## src/rtl/axis_word_packetizer.sv

```systemverilog
// Frames WORD_WIDTH-bit result words into a SYNC/LEN/payload byte stream for the UART TX port.
// Define PKT_CHECKSUM_EN to append a two's-complement checksum byte to every packet.
module axis_word_packetizer #(
  parameter int         WORD_WIDTH    = 32,
  parameter int         WORDS_PER_PKT = 16,
  parameter logic [7:0] SYNC_BYTE     = 8'hA5,
  parameter int         CNT_WIDTH     = 8
) (
  input  logic                  aclk,
  input  logic                  arstn,
  input  logic [WORD_WIDTH-1:0] s_word_tdata,
  input  logic                  s_word_tvalid,
  output logic                  s_word_tready,
  output logic [7:0]            m_byte_tdata,
  output logic                  m_byte_tvalid,
  input  logic                  m_byte_tready,
  output logic                  busy,
  output logic [CNT_WIDTH-1:0]  pkt_count
);

  localparam int             BPW       = WORD_WIDTH / 8;
  localparam int             BIW       = (BPW > 1) ? $clog2(BPW) : 1;
  localparam logic [7:0]     LEN_BYTE  = 8'(WORDS_PER_PKT);
  localparam logic [7:0]     LAST_WORD = 8'(WORDS_PER_PKT - 1);
  localparam logic [BIW-1:0] LAST_BYTE = BIW'(BPW - 1);

  typedef enum logic [2:0] {
    ST_IDLE = 3'd0,
    ST_LEN  = 3'd1,
    ST_LOAD = 3'd2,
    ST_DATA = 3'd3,
    ST_DONE = 3'd5
`ifdef PKT_CHECKSUM_EN
    , ST_CSUM = 3'd4
`endif
  } state_t;

`ifdef PKT_CHECKSUM_EN
  localparam state_t END_ST = ST_CSUM;

  function automatic logic [7:0] csum_byte(input logic [7:0] sum);
    return ~sum + 8'd1;
  endfunction
`else
  localparam state_t END_ST = ST_DONE;
`endif

  state_t                state_r, state_nxt_s;
  logic [7:0]            m_byte_tdata_r;
  logic                  m_byte_tvalid_r;
  logic [WORD_WIDTH-1:0] shift_r;
  logic [BIW-1:0]        byte_idx_r;
  logic [7:0]            word_idx_r;
  logic [CNT_WIDTH-1:0]  pkt_count_r;
  logic                  load_s;
  logic [7:0]            load_byte_s;
  logic                  slot_free_s, word_hs_s, last_word_s, last_byte_s;
`ifdef PKT_CHECKSUM_EN
  logic [7:0]            sum_r;
`endif

  // The output slot accepts a new byte when empty or draining this cycle.
  assign slot_free_s   = !m_byte_tvalid_r || m_byte_tready;
  assign s_word_tready = (state_r == ST_LOAD) && slot_free_s;
  assign word_hs_s     = s_word_tvalid && s_word_tready;
  assign last_word_s   = (word_idx_r == LAST_WORD);
  assign last_byte_s   = (byte_idx_r == LAST_BYTE);
  assign m_byte_tdata  = m_byte_tdata_r;
  assign m_byte_tvalid = m_byte_tvalid_r;
  assign busy          = (state_r != ST_IDLE);
  assign pkt_count     = pkt_count_r;

  // State register.
  always_ff @(posedge aclk or negedge arstn) begin
    if (!arstn) state_r <= ST_IDLE;
    else        state_r <= state_nxt_s;
  end

  // Next-state logic.
  always_comb begin
    state_nxt_s = state_r;
    case (state_r)
      ST_IDLE: if (slot_free_s && s_word_tvalid) state_nxt_s = ST_LEN; else state_nxt_s = state_r;
      ST_LEN:  if (slot_free_s) state_nxt_s = ST_LOAD; else state_nxt_s = state_r;
      ST_LOAD: begin
        if (!word_hs_s)       state_nxt_s = state_r;
        else if (BPW > 1)     state_nxt_s = ST_DATA;
        else if (last_word_s) state_nxt_s = END_ST;
        else                  state_nxt_s = ST_LOAD;
      end
      ST_DATA: begin
        if (!(slot_free_s && last_byte_s)) state_nxt_s = state_r;
        else if (last_word_s)              state_nxt_s = END_ST;
        else                               state_nxt_s = ST_LOAD;
      end
`ifdef PKT_CHECKSUM_EN
      ST_CSUM: if (slot_free_s) state_nxt_s = ST_DONE; else state_nxt_s = state_r;
`endif
      ST_DONE: if (m_byte_tvalid_r && m_byte_tready) state_nxt_s = ST_IDLE; else state_nxt_s = state_r;
      default: state_nxt_s = ST_IDLE;
    endcase
  end

  // Which byte, if any, enters the output slot this cycle.
  always_comb begin
    load_s      = 1'b0;
    load_byte_s = 8'h00;
    case (state_r)
      ST_IDLE: begin load_s = slot_free_s && s_word_tvalid; load_byte_s = SYNC_BYTE; end
      ST_LEN:  begin load_s = slot_free_s; load_byte_s = LEN_BYTE; end
      ST_LOAD: begin load_s = word_hs_s; load_byte_s = s_word_tdata[7:0]; end
      ST_DATA: begin load_s = slot_free_s; load_byte_s = shift_r[7:0]; end
`ifdef PKT_CHECKSUM_EN
      ST_CSUM: begin load_s = slot_free_s; load_byte_s = csum_byte(sum_r); end
`endif
      default: begin load_s = 1'b0; load_byte_s = 8'h00; end
    endcase
  end

  // Output slot, word/byte indices, shift register and packet counter.
  always_ff @(posedge aclk or negedge arstn) begin
    if (!arstn) begin
      m_byte_tdata_r  <= 8'h00;
      m_byte_tvalid_r <= 1'b0;
      shift_r         <= '0;
      byte_idx_r      <= '0;
      word_idx_r      <= 8'd0;
      pkt_count_r     <= '0;
    end else begin
      if (slot_free_s) begin
        m_byte_tvalid_r <= load_s;
        if (load_s) m_byte_tdata_r <= load_byte_s;
      end
      case (state_r)
        ST_LEN: if (slot_free_s) begin
          byte_idx_r <= '0;
          word_idx_r <= 8'd0;
        end
        ST_LOAD: if (word_hs_s) begin
          shift_r    <= s_word_tdata >> 4'd8;
          byte_idx_r <= BIW'(1);
          if (BPW == 1) word_idx_r <= word_idx_r + 8'd1;
        end
        ST_DATA: if (slot_free_s) begin
          shift_r <= shift_r >> 4'd8;
          if (last_byte_s) begin
            byte_idx_r <= '0;
            word_idx_r <= word_idx_r + 8'd1;
          end else begin
            byte_idx_r <= byte_idx_r + BIW'(1);
          end
        end
        ST_DONE: if (m_byte_tvalid_r && m_byte_tready) pkt_count_r <= pkt_count_r + CNT_WIDTH'(1);
        default: ;
      endcase
    end
  end

`ifdef PKT_CHECKSUM_EN
  // Running 8-bit sum over LEN and every payload byte.
  always_ff @(posedge aclk or negedge arstn) begin
    if (!arstn) begin
      sum_r <= 8'h00;
    end else begin
      case (state_r)
        ST_LEN:           if (slot_free_s) sum_r <= LEN_BYTE;
        ST_LOAD, ST_DATA: if (load_s) sum_r <= sum_r + load_byte_s;
        default: ;
      endcase
    end
  end
`endif

endmodule
```

## config.mk

```make
export PLATFORM = sky130hd
export DESIGN_NAME = axis_word_packetizer
export DESIGN_NICKNAME = d
export VERILOG_FILES = /design/src/rtl/axis_word_packetizer.sv
export SDC_FILE = /design/constraint.sdc
export NUM_CORES = 1
export LEC_CHECK = 0
export BUFFER_PORTS_ARGS = -buffer_cell sky130_fd_sc_hd__buf_2
export CORE_MARGIN = 2
export CORE_UTILIZATION = 45
export DETAILED_ROUTE_END_ITERATION = 10
export GPL_TIMING_DRIVEN = 0
export PLACE_DENSITY = 0.68
export SLEW_MARGIN = 20
export SYNTH_ARGS = -nofsm -noshare
export SYNTH_HDL_FRONTEND = slang
export SYNTH_SLANG_ARGS = --single-unit
```

## constraint.sdc

```tcl
create_clock -name aclk -period 3.8 [get_ports aclk]
set_input_delay 0.38 -clock aclk [delete_from_list [all_inputs] [get_ports aclk]]
set_output_delay 0.38 -clock aclk [all_outputs]
set_load 0.05 [all_outputs]
```

==> results.toml <==
[setup_path]
reg2reg_depth = 6
required_ps = 3420
arrival_ps = 1730
reg2reg_to = "shift_r[0]"
crit_chain = "buf_2 -> nand2b_1 -> nor3_1 -> buf_2"
crit_fanout = 10
max_stage_delay_ps = 360
endpoint_kind = "primary output"
r2r_start = "state_r[1]"
crit_buf_inv = 2
critPathSlowestCell = "dfrtp_1"
path_class = "reg -> out"
start_kind = "flop"
crit_path_frequent_cell = "buf_2"
r2r_slack_ps = 2080
critical_path.top_delay_family = "simple AND/OR/NAND/NOR gates"

[routing]
postRouteAntennaNets = 0
wl_um = 5960
dr_total_vias = 2228
drtIter0Drc = 278
viasPerCell = 5.36
first_pass_iters = 4
drc = 0
routedWlPerCell_um = 14.3

[power_and_ir_drop]
power.leakage_uw = 0.00150
power_per_cell_area_nw_per_um2 = 716
irDropWorstVdd_v = 0.000305

[timing]
final_hold_viol_count = 0
setup_violations = 0
finClkSkew_ps = 10.6
drv_slew = 0
worstMarginPinSlew_ps = 677
fin_ws_ps = 1690
min_period_over_period = 0.555
fin_crit_ps = 2110
slew_headroom = 0.549
setup_tns_ps = 0
fmax_mhz = 474
worst_hold_slack_ps = 95.7
rsz0062_at_grt = "false"

[clock_tree]
cts_setup_buffers = 0
clockBufferDepth = 2
cts.sinks = 54
cts_buffers = 5
cts_root_buf = "clkbuf_8"
hold_buffers = 0
cts_tree = "yes"
clk_latency_ps = 310
htree_levels = 2
path_clk_slew_ps = 90
postCtsResizedCells = 0

[global_route]
antenna_found_initial = 0
overflow = 0
grt_pass1_vias = 1978
grt_max_degree = 55
grt_use_total = 0.197
grt_pass1_wl_um = 9740

[placed_design]
dp_slack_ps = 2060
place_area_um2 = 3010
io_buffers = 54
dp_hpwl_um = 4150
place.gp.congestion = 0.836

[cells_and_area]
antennaDiodeCount = 0
syn_to_final_growth_pct = 17.9
drive_gt1_frac = 0.244
final_common_cell = "buf_2"
final_area_um2 = 3110
final_cell_mix = "buf_2 (63), nand2_1 (61), dfrtp_1 (54), nor2_1 (26)"
nets = 382

[yosys]
synthMuxAreaShare = 0.0327
synthArstFlopShare = 1.00
synth_top_area_frac = 0.511
syn_area_um2 = 2640
ys_seq_area_frac = 0.511
ys_seq_elements = 54
synth_fa_ha_area_frac = 0.0142
synthXorXnorAreaFrac = 0.0298
synth_largest_area_cell = "dfrtp_1"
synth-simple-area-share = 0.262
synth_edf_count = 0
synth_nets = 321
synth_warnings = 0
synth_top_family_by_area = "simple AND/OR/NAND/NOR gates"
synth_area_leaders = "dfrtp_1 (51%), nand2_1 (8.7%), a31oi_1 (3.8%)"
synth_compound_area_frac = 0.116
synthFlopType = "dfrtp_1"
synth_area_per_cell_um2 = 9.37
syn_inst = 282
ys_types = 44

[floorplanning]
start_util = 0.474
ioPinCount = 55
num_rows = 27
die_h_um = 80.6
core-area_um2 = 5570
die_area_um2 = 6500
die_w_um = 80.6

[status]
status = "complete, no violations"

[flow_run]
maxCapViolations = 0

[hold_path]
hp-class = "in -> async"
==> metal layers <==
layer  GRT usage  wire [um]  up-vias
li1            -          -     1113
met1       0.277       2850     1052
met2       0.297       2720       58
met3      0.0517        325        5
met4      0.0627         70        0
met5           0          0        -
==> Yosys cell counts, drive strengths merged (3+ instances only) <==
cell type	instances
a21oi	9
a31oi	16
and3	5
buf	12
clkbuf	4
dfrtp	54
ha	3
mux2	5
mux2i	3
nand2	61
nand2b	7
nand3	16
nand4	6
nor2	27
nor3	6
o21ai	9
o22a	4
or3	4
xnor2	7
==> through the flow <==
step	total power [uW]	utilization	std cells
2_1_floorplan	1610	-	282
3_3_place_gp	1830	0.539	408
3_5_place_dp	1850	0.539	408
4_1_cts	2240	0.559	416
5_1_grt	2390	0.559	416
6_report	2230	0.559	416
==> power by group <==
| part | switching, uW | internal [uW] |
|---|---|---|
| clock | 194 | 194 |
| combinational | 614 | 328 |
| sequential | 120 | 781 |
| total | 927 | 1300 |
==> how the worst max path moves through the flow <==
stage | from | endpoint | slack [ps] | cells after the start
global placement | state_r[2] | s_word_tready | 2050 | 4
global route | state_r[2] | s_word_tready | 1610 | 4
floorplan | m_byte_tvalid | s_word_tready | 1430 | 3
detailed placement | state_r[2] | s_word_tready | 2060 | 4
finish | state_r[2] | s_word_tready | 1690 | 4
CTS | state_r[2] | s_word_tready | 1710 | 4
==> kinds of logic after synthesis <==
logic type | Yosys count
multiplexers | 8
adder cells (fa/ha/maj) | 3
XOR/XNOR | 9
AO/OA/AOI/OAI | 48
buffers and inverters | 18
flip-flops | 54
AND/OR/NAND/NOR | 142
==> registers in the layout, summed over array words and instances, names as in the netlist <==
register / count
m_byte_tvalid: 1
shift_r: 24
byte_idx_r: 2
m_byte_tdata: 8
word_idx_r: 8
state_r: 3
pkt_count: 8
==> final cells by class <==
| class | count | area, um^2 |
|---|---|---|
| Timing Repair Buffer | 54 | 273 |
| Clock inverter | 3 | 40.0 |
| Buffer | 16 | 80.1 |
| Sequential cell | 54 | 1350 |
| Clock buffer | 5 | 68.8 |
| Tap cell | 72 | 90.1 |
| Multi-Input combinational cell | 210 | 1200 |
| Inverter | 2 | 7.51 |
| Fill cell | 511 | 2460 |
No activity file was read; power rests on OpenSTA's default activity.
